## config.mk

```make
export PLATFORM = sky130hd
export DESIGN_NAME = cla_nibble_serial_adder
export DESIGN_NICKNAME = d
export VERILOG_FILES = /design/src/rtl/cla_seq_pkg.sv /design/src/rtl/carry_look_ahead_adder_4bits.sv /design/src/rtl/cla_nibble_serial_adder.sv
export SDC_FILE = /design/constraint.sdc
export NUM_CORES = 1
export LEC_CHECK = 0
export ABC_AREA = 1
export BUFFER_PORTS_ARGS = -buffer_cell sky130_fd_sc_hd__buf_4
export CAP_MARGIN = 40
export CORE_MARGIN = 4
export CORE_UTILIZATION = 45
export DETAILED_ROUTE_END_ITERATION = 8
export MAX_ROUTING_LAYER = met4
export PLACE_DENSITY = 0.74
export REMOVE_ABC_BUFFERS = 1
export SYNTH_ARGS = -nofsm -noshare
export SYNTH_HDL_FRONTEND = slang
export SYNTH_HIERARCHICAL = 1
export SYNTH_SLANG_ARGS = --single-unit
```

## constraint.sdc

```tcl
create_clock -name clk -period 4.1 [get_ports clk]
set_clock_uncertainty 0.15 [all_clocks]
set_input_delay 1.23 -clock clk [delete_from_list [all_inputs] [get_ports clk]]
set_output_delay 1.23 -clock clk [all_outputs]
set_load 0.05 [all_outputs]
```

## src/rtl/cla_seq_pkg.sv

```systemverilog
// Shared types and constants for the nibble-serial carry-look-ahead add/subtract unit.
//   cla_seq_state_t : control FSM states (IDLE, RUN, DONE)
//   NIBBLE_W        : width of the shared look-ahead adder slice
package cla_seq_pkg;

    typedef enum logic [1:0] {
        IDLE = 2'd0,
        RUN  = 2'd1,
        DONE = 2'd2
    } cla_seq_state_t;

    localparam int NIBBLE_W = 4;

endpackage : cla_seq_pkg

```

## src/rtl/carry_look_ahead_adder_4bits.sv

```systemverilog
// Purely combinational 4-bit carry-look-ahead adder.
//   a, b   : 4-bit addends
//   c_in   : carry into bit 0
//   sum    : 4-bit sum
//   c_out  : carry out of bit 3
// Every carry is expanded from generate/propagate terms, so no carry ripples
// from bit to bit.
module carry_look_ahead_adder_4bits (
    input  logic [3:0] a,
    input  logic [3:0] b,
    input  logic       c_in,
    output logic [3:0] sum,
    output logic       c_out
);

    logic [3:0] g_s;
    logic [3:0] p_s;
    logic [4:0] c_s;

    assign g_s = a & b;
    assign p_s = a ^ b;

    assign c_s[0] = c_in;
    assign c_s[1] = g_s[0] | (p_s[0] & c_in);
    assign c_s[2] = g_s[1] | (p_s[1] & g_s[0]) | (p_s[1] & p_s[0] & c_in);
    assign c_s[3] = g_s[2] | (p_s[2] & g_s[1]) | (p_s[2] & p_s[1] & g_s[0])
                  | (p_s[2] & p_s[1] & p_s[0] & c_in);
    assign c_s[4] = g_s[3] | (p_s[3] & g_s[2]) | (p_s[3] & p_s[2] & g_s[1])
                  | (p_s[3] & p_s[2] & p_s[1] & g_s[0])
                  | (p_s[3] & p_s[2] & p_s[1] & p_s[0] & c_in);

    assign sum   = p_s ^ c_s[3:0];
    assign c_out = c_s[4];

endmodule : carry_look_ahead_adder_4bits

```

## src/rtl/cla_nibble_serial_adder.sv

```systemverilog
// Multi-cycle WIDTH-bit add/subtract unit that reuses one 4-bit carry-look-ahead
// adder, one nibble per cycle, LSB nibble first, with the carry held in a register.
//   clk, rst_n            : clock, synchronous active-low reset
//   in_valid/in_ready     : operand handshake (in_a, in_b, in_sub)
//   out_valid/out_ready   : result handshake (out_sum, out_carry, out_ovf)
// Subtraction is A + ~B + 1: B is inverted at capture and the initial carry is 1.
// out_carry on subtract is 1 when no borrow occurred.
module cla_nibble_serial_adder
    import cla_seq_pkg::*;
#(
    parameter int WIDTH = 16
) (
    input  logic             clk,
    input  logic             rst_n,
    input  logic             in_valid,
    output logic             in_ready,
    input  logic [WIDTH-1:0] in_a,
    input  logic [WIDTH-1:0] in_b,
    input  logic             in_sub,
    output logic             out_valid,
    input  logic             out_ready,
    output logic [WIDTH-1:0] out_sum,
    output logic             out_carry,
    output logic             out_ovf
);

    localparam int NIB   = WIDTH / NIBBLE_W;
    localparam int IDX_W = $clog2(NIB);
    localparam int MSB   = WIDTH - 1;
    localparam logic [IDX_W-1:0] LAST_IDX = IDX_W'(NIB - 1);

    if ((WIDTH % NIBBLE_W) != 0 || WIDTH < 8) begin : g_width_check
        $error("cla_nibble_serial_adder: WIDTH must be a multiple of 4 and >= 8");
    end

    // Increment without an adder: bit i toggles when every lower bit is 1.
    function automatic logic [IDX_W-1:0] idx_inc(input logic [IDX_W-1:0] v);
        logic [IDX_W-1:0] r;
        logic [IDX_W-1:0] upper_ones;
        r = v;
        for (int i = IDX_W - 1; i >= 0; i--) begin
            upper_ones = {IDX_W{1'b1}} << i;
            r[i] = v[i] ^ (&(v | upper_ones));
        end
        return r;
    endfunction

    cla_seq_state_t   state_q, state_d;
    logic [IDX_W-1:0] idx_q, idx_d;
    logic             carry_q, carry_d;
    logic [WIDTH-1:0] a_q, a_d;
    logic [WIDTH-1:0] b_q, b_d;
    logic [WIDTH-1:0] sum_q, sum_d;

    logic [NIBBLE_W-1:0] nib_sum_s;
    logic                nib_cout_s;

    carry_look_ahead_adder_4bits u_cla (
        .a     (a_q[NIBBLE_W*idx_q +: NIBBLE_W]),
        .b     (b_q[NIBBLE_W*idx_q +: NIBBLE_W]),
        .c_in  (carry_q),
        .sum   (nib_sum_s),
        .c_out (nib_cout_s)
    );

    // Next-state logic for the FSM, nibble index, carry and operand/result registers.
    always_comb begin
        state_d = state_q;
        idx_d   = idx_q;
        carry_d = carry_q;
        a_d     = a_q;
        b_d     = b_q;
        sum_d   = sum_q;
        case (state_q)
            IDLE: begin
                if (in_valid && in_ready) begin
                    state_d = RUN;
                    a_d     = in_a;
                    b_d     = in_sub ? ~in_b : in_b;
                    carry_d = in_sub;
                    idx_d   = {IDX_W{1'b0}};
                    sum_d   = {WIDTH{1'b0}};
                end else begin
                    state_d = IDLE;
                end
            end
            RUN: begin
                sum_d[NIBBLE_W*idx_q +: NIBBLE_W] = nib_sum_s;
                carry_d = nib_cout_s;
                // idx parks on the last nibble rather than wrapping.
                if (idx_q == LAST_IDX) begin
                    state_d = DONE;
                end else begin
                    idx_d = idx_inc(idx_q);
                end
            end
            DONE: begin
                if (out_ready) begin
                    state_d = IDLE;
                end else begin
                    state_d = DONE;
                end
            end
            default: begin
                state_d = IDLE;
            end
        endcase
    end

    // State and datapath registers with synchronous active-low reset.
    always_ff @(posedge clk) begin
        if (!rst_n) begin
            state_q <= IDLE;
            idx_q   <= {IDX_W{1'b0}};
            carry_q <= 1'b0;
            a_q     <= {WIDTH{1'b0}};
            b_q     <= {WIDTH{1'b0}};
            sum_q   <= {WIDTH{1'b0}};
        end else begin
            state_q <= state_d;
            idx_q   <= idx_d;
            carry_q <= carry_d;
            a_q     <= a_d;
            b_q     <= b_d;
            sum_q   <= sum_d;
        end
    end

    // Outputs come only from registered state; results are masked to zero outside DONE.
    assign in_ready  = (state_q == IDLE) && rst_n;
    assign out_valid = (state_q == DONE);
    assign out_sum   = out_valid ? sum_q : {WIDTH{1'b0}};
    assign out_carry = out_valid & carry_q;
    assign out_ovf   = out_valid & (a_q[MSB] == b_q[MSB]) & (sum_q[MSB] != a_q[MSB]);

endmodule : cla_nibble_serial_adder

```

* After elaboration in Yosys (flattened, before gate mapping)
Index checks and enable logic that the tools add are counted.
Storage, ports and cells: register bits after elaboration 53, output and inout port bits 20, input bits 37, logic and storage cells 75
Cells by class: bitwise logic cells 35, mux-type cells 14, reductions and logical operators 7, equal/unequal tests 8, $add $sub $neg 1, shift-type cells 4
Operators with widths (number):
- two-way mux 16 bit | 3
- negator 4 -> 34 bit | 1
- variable shift 4 x 34 -> 16 bit, first input constant | 1
- indexed part select 4 x 34 -> 16 bit | 1
- one-hot mux 16 bit (2 select lines) | 1
- indexed part select 16 x 5 -> 4 bit | 2
- AND 1 bit | 19
- bitwise mux 16 bit | 1
- inverter 16 bit | 1
- OR 1 bit | 10
- two-way mux 2 bit | 4
- XOR 4 bit | 2
- inequality test 2 bit, second input constant | 3
- one-hot mux 2 bit (3 select lines) | 1
- AND 4 bit | 1
- == test 2 bit, second input constant | 2
- one-hot mux 2 bit (2 select lines) | 1
- AND reduction 2 bit | 2
- AND reduction 3 bit | 1
- == test 2 x 1 -> 1 bit, second input constant | 1
- logical AND 1 bit | 2
- zero test 2 bit | 1
- two-way mux 1 bit | 2
- one-hot mux 1 bit (2 select lines) | 1
- 5 further kinds | 5

* Longest topological paths before layout
Gate-level depths: netlist of run 1.
depth after elaboration 10, mapped depth 18, depth with buffers taken out 16

* By module
Netlist of run 1, hierarchy kept.
Modules (own cells, without submodules):
- cla_nibble_serial_adder | times used 1, area an instance 2723.9 sq um, cells each 401, seq. area each 1061.0 sq um
- carry_look_ahead_adder_4bits | times used 1, area an instance 188.9 sq um, cells each 31, seq. area each 0.0 sq um

* Worst setup path after synthesis of run 1
No wires, ideal clock.
kind register to output, start register state_q[1], end output port out_ovf, setup slack 222 ps, required time 2720 ps, stages on the path, launching flop included 5, arrival 2498 ps, cells stage by stage dfxtp_1 inv_2 nor2_1 inv_2 nor3_1
On the way: word-level cells in the longest chain between the ends 3
Ends and longest elaborated chain:
- start, declared | line cla_nibble_serial_adder.sv:48 | cla_seq_state_t state_q, state_d;
- start signal, assigned | line cla_nibble_serial_adder.sv:120 | state_q <= state_d;
- == test 2 bit | line cla_nibble_serial_adder.sv:131 | assign out_valid = (state_q == DONE);
- net out_valid | line cla_nibble_serial_adder.sv:20 | output logic out_valid,
- AND 1 bit (2 in a row) | line cla_nibble_serial_adder.sv:134 | assign out_ovf = out_valid & (a_q[MSB] == b_q[MSB]) & (sum_q[MSB] != a_q[MSB]);
- end, declared | line cla_nibble_serial_adder.sv:24 | output logic out_ovf
The timed path passes the listed nets, and every way through them passes these cells.

* Final worst setup path of run 1
start input port rst_n, end output port in_ready
On the way: word-level cells in the longest chain between the ends 1
Ends and longest elaborated chain:
- start, declared | line cla_nibble_serial_adder.sv:14 | input logic rst_n,
- logical AND 1 bit | line cla_nibble_serial_adder.sv:130 | assign in_ready = (state_q == IDLE) && rst_n;
- end, declared | line cla_nibble_serial_adder.sv:16 | output logic in_ready,
Every way passes these cells.

==> metrics.csv, run 1 <==
metric,value,unit
compound-gate portion of the synthesized area,13.7,%
Mapped Avg Cell Area,6.74,um^2
Die X,88.5,um
Fmax,311,MHz
cts repair resizes,0,
Root Buffer,clkbuf_8,
yosys warns,6,
CP Class,primary input to primary output,
first-pass GRT wire length,11100,um
RR Startpoint,idx_q[0]$_SDFFE_PN0P_,
Sequential Power Share,51.2,%
period utilisation layout,78.4,%
total number of vias,2761,
critical path startpoint,rst_n,
Arrival @ worst endpoint,1.83,ns
vias in the first global route,2548,
Comb pwr share,20.7,%
layout cell share with drive strength beyond 1,17.0,%
Least-Margin Pin Slew,0.453,ns
P_leak,1.44,nW
initial antenna violation count,0,
sequential-to-total area share from yosys stat,36.4,%
final setup fails,0,
Ports,57,
Area Growth Syn to Fin,18.8,%
n_diodes,0,
Synth Area in Simple Gates,30.7,%
Initial Util,46.1,%
Core Box Area,6310,um^2
Worst Hold Class,flip-flop to flip-flop,
Setup crit end kind,primary output,
TNS Setup,0,ns
grt ovf,0,
"Clk pin slew, worst setup/hold paths",0.10,ns
largest net degree at the start of global routing,46,
# fillers,654,
CP Max Fanout,13,
TritonCTS clock tree,built,
RSZ-0062 raised after global routing,no,
R2R Path End,sum_q[5]$_SDFFE_PN0P_,
Synth cell types,28,
synthesized instance count,432,
r2r worst-path depth,14,
Adder-Cell Fraction of Synth Area,4.98,%
input/output buffers,56,
status,"complete, no violations",
# clock sinks,53,
# rows,29,
total track usage,18.1,%
hold path start,sum_q[14]$_SDFFE_PN0P_,
grt met2 use,29.6,%
WL final,6350,um
Synth Flop Type,dfxtp_1,
Hold Path Depth,2,
Post-CTS Setup Bufs,0,
Tmin final,3.21,ns
drt pass-1 iters,4,
die area,7820,um^2
Synth Area in XOR/XNOR,5.11,%
Worst R2R Setup Slack,1.35,ns
clock share of power,28.1,%
CTS Buffer Depth,2,
asr flop ratio synth,0,%
routability congestion estimate from global placement,0.869,
synthesized area,2910,um^2
Rel. slew slack,69.7,%
"flops & latches, synth",53,
clk_lat worst skew,0.32,ns
met3 GRT Util,3.63,%
post-DP HPWL,4510,um
CP Launch Type,primary input,
nets,524,
maximum VDD drop,0.000154,V
number of synthesized flops with an enable pin,0,
antenna-violating nets left,0,
final hold violation count,0,
final slew viol count,0,
gr busiest metal,met2,
internal power,755,uW
Vias/cell,4.98,
met1 Use GR,22.3,%
pwr/cell area,316,nW/um^2
# hold bufs at CTS,0,
H-tree depth,2,
post-synthesis mux area share,0,%
switching share of power,31.0,%
# DRC,0,
Max Cap Violations,0,
WHS Endpoint,sum_q[14]$_SDFFE_PN0P_,
Die Span Y,88.5,um
Routed wire per std cell,11.5,um
total CTS buffers,5,
DR iter-0 viols,147,
largest family of logic cells by synthesized area,simple AND/OR/NAND/NOR gates,
sw power,339,uW
worst endpoint required time,2.72,ns
"Power, Total",1.09,mW
-- state kept, by name, summed over array words and instances (netlist names) --
register	cells
a_q	16
sum_q	16
state_q	2
carry_q	1
idx_q	2
b_q	16
-- worst max-delay path by stage --
stage                    end  depth (start not counted)  slack [ns]
detailed placement  in_ready                          4        0.89
floorplan           in_ready                          2       -0.15
global placement    in_ready                          4        0.89
finish              in_ready                          4        0.89
CTS                 in_ready                          4        0.89
global route        in_ready                          4        0.86
-- metrics by stage --
step	worst slack (ns)	cell area, um^2	hold slack (ns)	instances	utilization, %
finish	0.886	3460	0.317	554	54.8
global route	0.857	3460	0.339	554	54.8
CTS	0.886	3460	0.318	554	54.8
detailed placement	0.892	3370	0.303	546	53.3
global placement	0.890	3370	0.301	546	53.3
floorplan	-0.146	2810	0.289	408	-
-- power by group through the flow --
stage | sequential [mW] | combinational (mW) | clock (mW)
final | 0.560 | 0.226 | 0.308
after global routing | 0.563 | 0.261 | 0.337
after CTS | 0.560 | 0.228 | 0.315
after detailed placement | 0.572 | 0.227 | 0
after global placement | 0.571 | 0.222 | 0
after floorplan | 0.569 | 0.148 | 0
-- cell usage after synthesis (4+ instances only) --
| master | n | area share [%] |
|---|---|---|
| xor2_1 | 16 | 4.8 |
| nor2_1 | 64 | 8.2 |
| o21ai_0 | 19 | 3.3 |
| o22ai_1 | 8 | 1.7 |
| nand2_1 | 73 | 9.4 |
| a21oi_1 | 51 | 8.8 |
| inv_1 | 38 | 4.9 |
| ha_1 | 10 | 4.3 |
| clkbuf_1 | 12 | 1.5 |
| dfxtp_1 | 53 | 36 |
| inv_2 | 4 | 0.52 |
| nand3_1 | 56 | 9.6 |
| buf_2 | 10 | 1.7 |
-- cells in the final DEF (no fill, tap or decap) --
cell / netlist / routed
a21oi_1: 51 / 51
and3_1: 1 / 1
buf_4: 1 / 61
clkbuf_8: 0 / 5
clkinv_4: 0 / 1
clkinvlp_4: 0 / 1
dfxtp_1: 53 / 53
fa_1: 1 / 1
ha_1: 10 / 10
inv_1: 38 / 38
inv_2: 4 / 4
inv_6: 0 / 1
nand2_1: 73 / 73
nand2_2: 3 / 3
nand3_1: 56 / 56
nand3_2: 1 / 1
nand4_1: 2 / 2
nor2_1: 64 / 64
nor2_2: 1 / 1
nor2_4: 1 / 1
nor3_1: 1 / 1
nor3_4: 0 / 1
o21ai_0: 19 / 19
o22ai_1: 8 / 8
or2_0: 1 / 1
or2_1: 1 / 1
or2_2: 1 / 1
xnor2_1: 1 / 1
xor2_1: 16 / 16
-- layout make-up --
class                      count  area (um^2)  share of cell area, %
multi-input combinational    313         1590                   46.1
sequential                    53         1060                   30.7
timing repair buffer          61          458                   13.2
inverter                      42          158                   4.56
tap                           77         96.3                   2.78
clock buffer                   5         68.8                   1.99
clock inverter                 3         25.0                  0.723
-- metal layers --
layer	wire (um)	vias up
met4	87	0
met2	3060	55
li1	-	1475
met3	298	8
met1	2900	1223
met5	0	-
-- critical path, stage by stage --
cell and delay (ns):
buf_4 0.16, inv_2 0.07, nor3_4 0.14, buf_4 0.23
-- kinds of logic after synthesis --
group	Yosys count
AND/OR/NAND/NOR	207
AO/OA/AOI/OAI	78
buffers and inverters	66
flip-flops	53
XOR/XNOR	17
adder cells (fa/ha/maj)	11
Power figures use the tool's default switching activity.
==> run 2, diff against run 1 <==
--- a/config.mk
+++ b/config.mk
@@ -12,7 +12,7 @@
 export CORE_UTILIZATION = 45
 export DETAILED_ROUTE_END_ITERATION = 8
 export MAX_ROUTING_LAYER = met4
-export PLACE_DENSITY = 0.74
+export PLACE_DENSITY = 0.77
 export REMOVE_ABC_BUFFERS = 1
 export SYNTH_ARGS = -nofsm -noshare
 export SYNTH_HDL_FRONTEND = slang
==> constraint.sdc (replaced) <==
create_clock -name clk -period 2.7 [get_ports clk]
set_clock_uncertainty 0.15 [all_clocks]
set_input_delay 0.81 -clock clk [delete_from_list [all_inputs] [get_ports clk]]
set_output_delay 0.81 -clock clk [all_outputs]
set_load 0.05 [all_outputs]
==> run 2 against run 1 <==
Sequential share of layout area down 0.44 points. Via count up 1.2%. Setup slack worse by 0.68 ns. Sequential power up 52%. Die area unchanged. Combinational power up 55%. Total power up 62%. Critical path depth up 1. Non-clock buffer count up 3. Global-route usage up 0.50 points.
==> metrics.csv, run 2 (synthesis results as in run 1) <==
metric,value,unit
first-pass GRT wire length,11300,um
Initial Util,46.1,%
Tmin final,2.50,ns
Setup crit end kind,primary output,
most frequent cells in the layout,"nand2_1, nor2_1, buf_4, nand3_1",
CP Launch Type,flip-flop,
post-DP HPWL,4900,um
WL final,6610,um
input/output buffers,56,
Die X,88.5,um
R2R Path End,sum_q[5]$_SDFFE_PN0P_,
Root Buffer,clkbuf_8,
nets,527,
final setup fails,0,
# rows,29,
DR iter-0 viols,159,
"Clk pin slew, worst setup/hold paths",0.10,ns
Least-Margin Pin Slew,0.442,ns
initial antenna violation count,0,
Post-CTS Setup Bufs,0,
"commonest non-fill, non-tap cell in the layout",nand2_1,
RSZ-0062 raised after global routing,no,
Largest regs,"a_q (16), b_q (16), sum_q (16)",
total number of vias,2793,
post-layout worst setup margin,0.203,ns
total track usage,18.6,%
CP Max Fanout,19,
total CTS buffers,5,
final hold violation count,0,
final slew viol count,0,
Setup Slack @ Placement,0.167,ns
antenna-violating nets left,0,
pwr/cell area,502,nW/um^2
Max Cap Violations,0,
grt ovf,0,
fin area,3520,um^2
Hold Path Depth,2,
Ports,57,
largest net degree at the start of global routing,43,
TritonCTS clock tree,built,
layout cell share with drive strength beyond 1,18.3,%
Core Box Area,6310,um^2
TNS Setup,0,ns
Fmax,400,MHz
# clock sinks,53,
Worst R2R Setup Slack,0.31,ns
RR Startpoint,idx_q[0]$_SDFFE_PN0P_,
hold path start,sum_q[13]$_SDFFE_PN0P_,
drt pass-1 iters,4,
Finished Layout Cells,557,
WHS Endpoint,sum_q[13]$_SDFFE_PN0P_,
CTS Buffer Depth,2,
# DRC,0,
status,"complete, no violations",
Worst Hold Class,flip-flop to flip-flop,
Routed wire per std cell,11.9,um
worst endpoint required time,1.74,ns
r2r worst-path depth,12,
clk_lat worst skew,0.31,ns
P_leak,1.48,nW
die area,7820,um^2
CP Class,flip-flop to primary output,
n_diodes,0,
Vias/cell,5.01,
routability congestion estimate from global placement,0.910,
H-tree depth,2,
Die Span Y,88.5,um
# hold bufs at CTS,0,
Rel. slew slack,70.5,%
period utilisation layout,92.5,%
# fillers,640,
maximum VDD drop,0.000264,V
Area Growth Syn to Fin,20.8,%
Placed Cells,549,
vias in the first global route,2526,
total placed instance area,3390,um^2
Arrival @ worst endpoint,1.54,ns
[run 2: cell types whose count changed in the layout (fill, tap and decap cells not counted), sizes merged]
cell | previous run | this run
clkbuf | 5 | 6
inv | 43 | 42
clkinv | 1 | 0
bufinv | 0 | 1
buf | 61 | 64
[run 2: per-stage QoR]
| step | power, mW | utilization (%) | hold slack [ns] |
|---|---|---|---|
| after floorplan | 1.09 | - | 0.289 |
| after global placement | 1.21 | 53.7 | 0.301 |
| after detailed placement | 1.22 | 53.7 | 0.307 |
| after CTS | 1.77 | 55.6 | 0.321 |
| after global routing | 1.86 | 55.7 | 0.341 |
| final | 1.77 | 55.7 | 0.320 |
[run 2: power by group]
group          total [mW]  leakage, nW  internal, mW  switching [mW]
Combinational       0.351        0.986         0.137           0.214
Clock               0.565       0.0574         0.302           0.263
Sequential          0.852        0.433         0.826          0.0259
[run 2: per-layer routing]
metal,share of wire (%),GRT usage (%)
met2,48,30.0
met5,0,-
met1,45,24.0
met4,1.1,4.67
met3,6.3,3.72
[run 2: worst max path at each step]
| stage | startpoint | end | slack [ns] | cells after the start |
|---|---|---|---|---|
| floorplan | state_q[1]$_SDFFE_PN0P_ | out_ovf | -0.88 | 4 |
| global placement | idx_q[1]$_SDFFE_PN0P_ | sum_q[5]$_SDFFE_PN0P_ | 0.29 | 12 |
| detailed placement | idx_q[1]$_SDFFE_PN0P_ | sum_q[5]$_SDFFE_PN0P_ | 0.17 | 12 |
| CTS | state_q[1]$_SDFFE_PN0P_ | out_ovf | 0.08 | 5 |
| global route | idx_q[0]$_SDFFE_PN0P_ | sum_q[7]$_SDFFE_PN0P_ | 0.01 | 16 |
| finish | state_q[1]$_SDFFE_PN0P_ | out_ovf | 0.20 | 5 |
[run 2: what timing repair did]
item	in CTS	in global routing
endpoints found under the hold margin	0	0
endpoints found under the setup margin	0	6
resized for setup	0	4
[run 2: worst max-delay path, stage by stage (launching register included)]
cell     delay [ns]
dfxtp_2        0.41
inv_2          0.05
nor2_1         0.15
inv_2          0.16
nor3_1         0.22
buf_4          0.23
[run 2: final cells by class]
class,count,area [um^2],area share (%)
Multi-Input combinational cell,313,1600,45.5
Sequential cell,53,1060,30.2
Timing Repair Buffer,64,480,13.7
Inverter,42,158,4.48
Tap cell,77,96.3,2.74
Clock buffer,6,82.6,2.35
Clock inverter,2,37.5,1.07
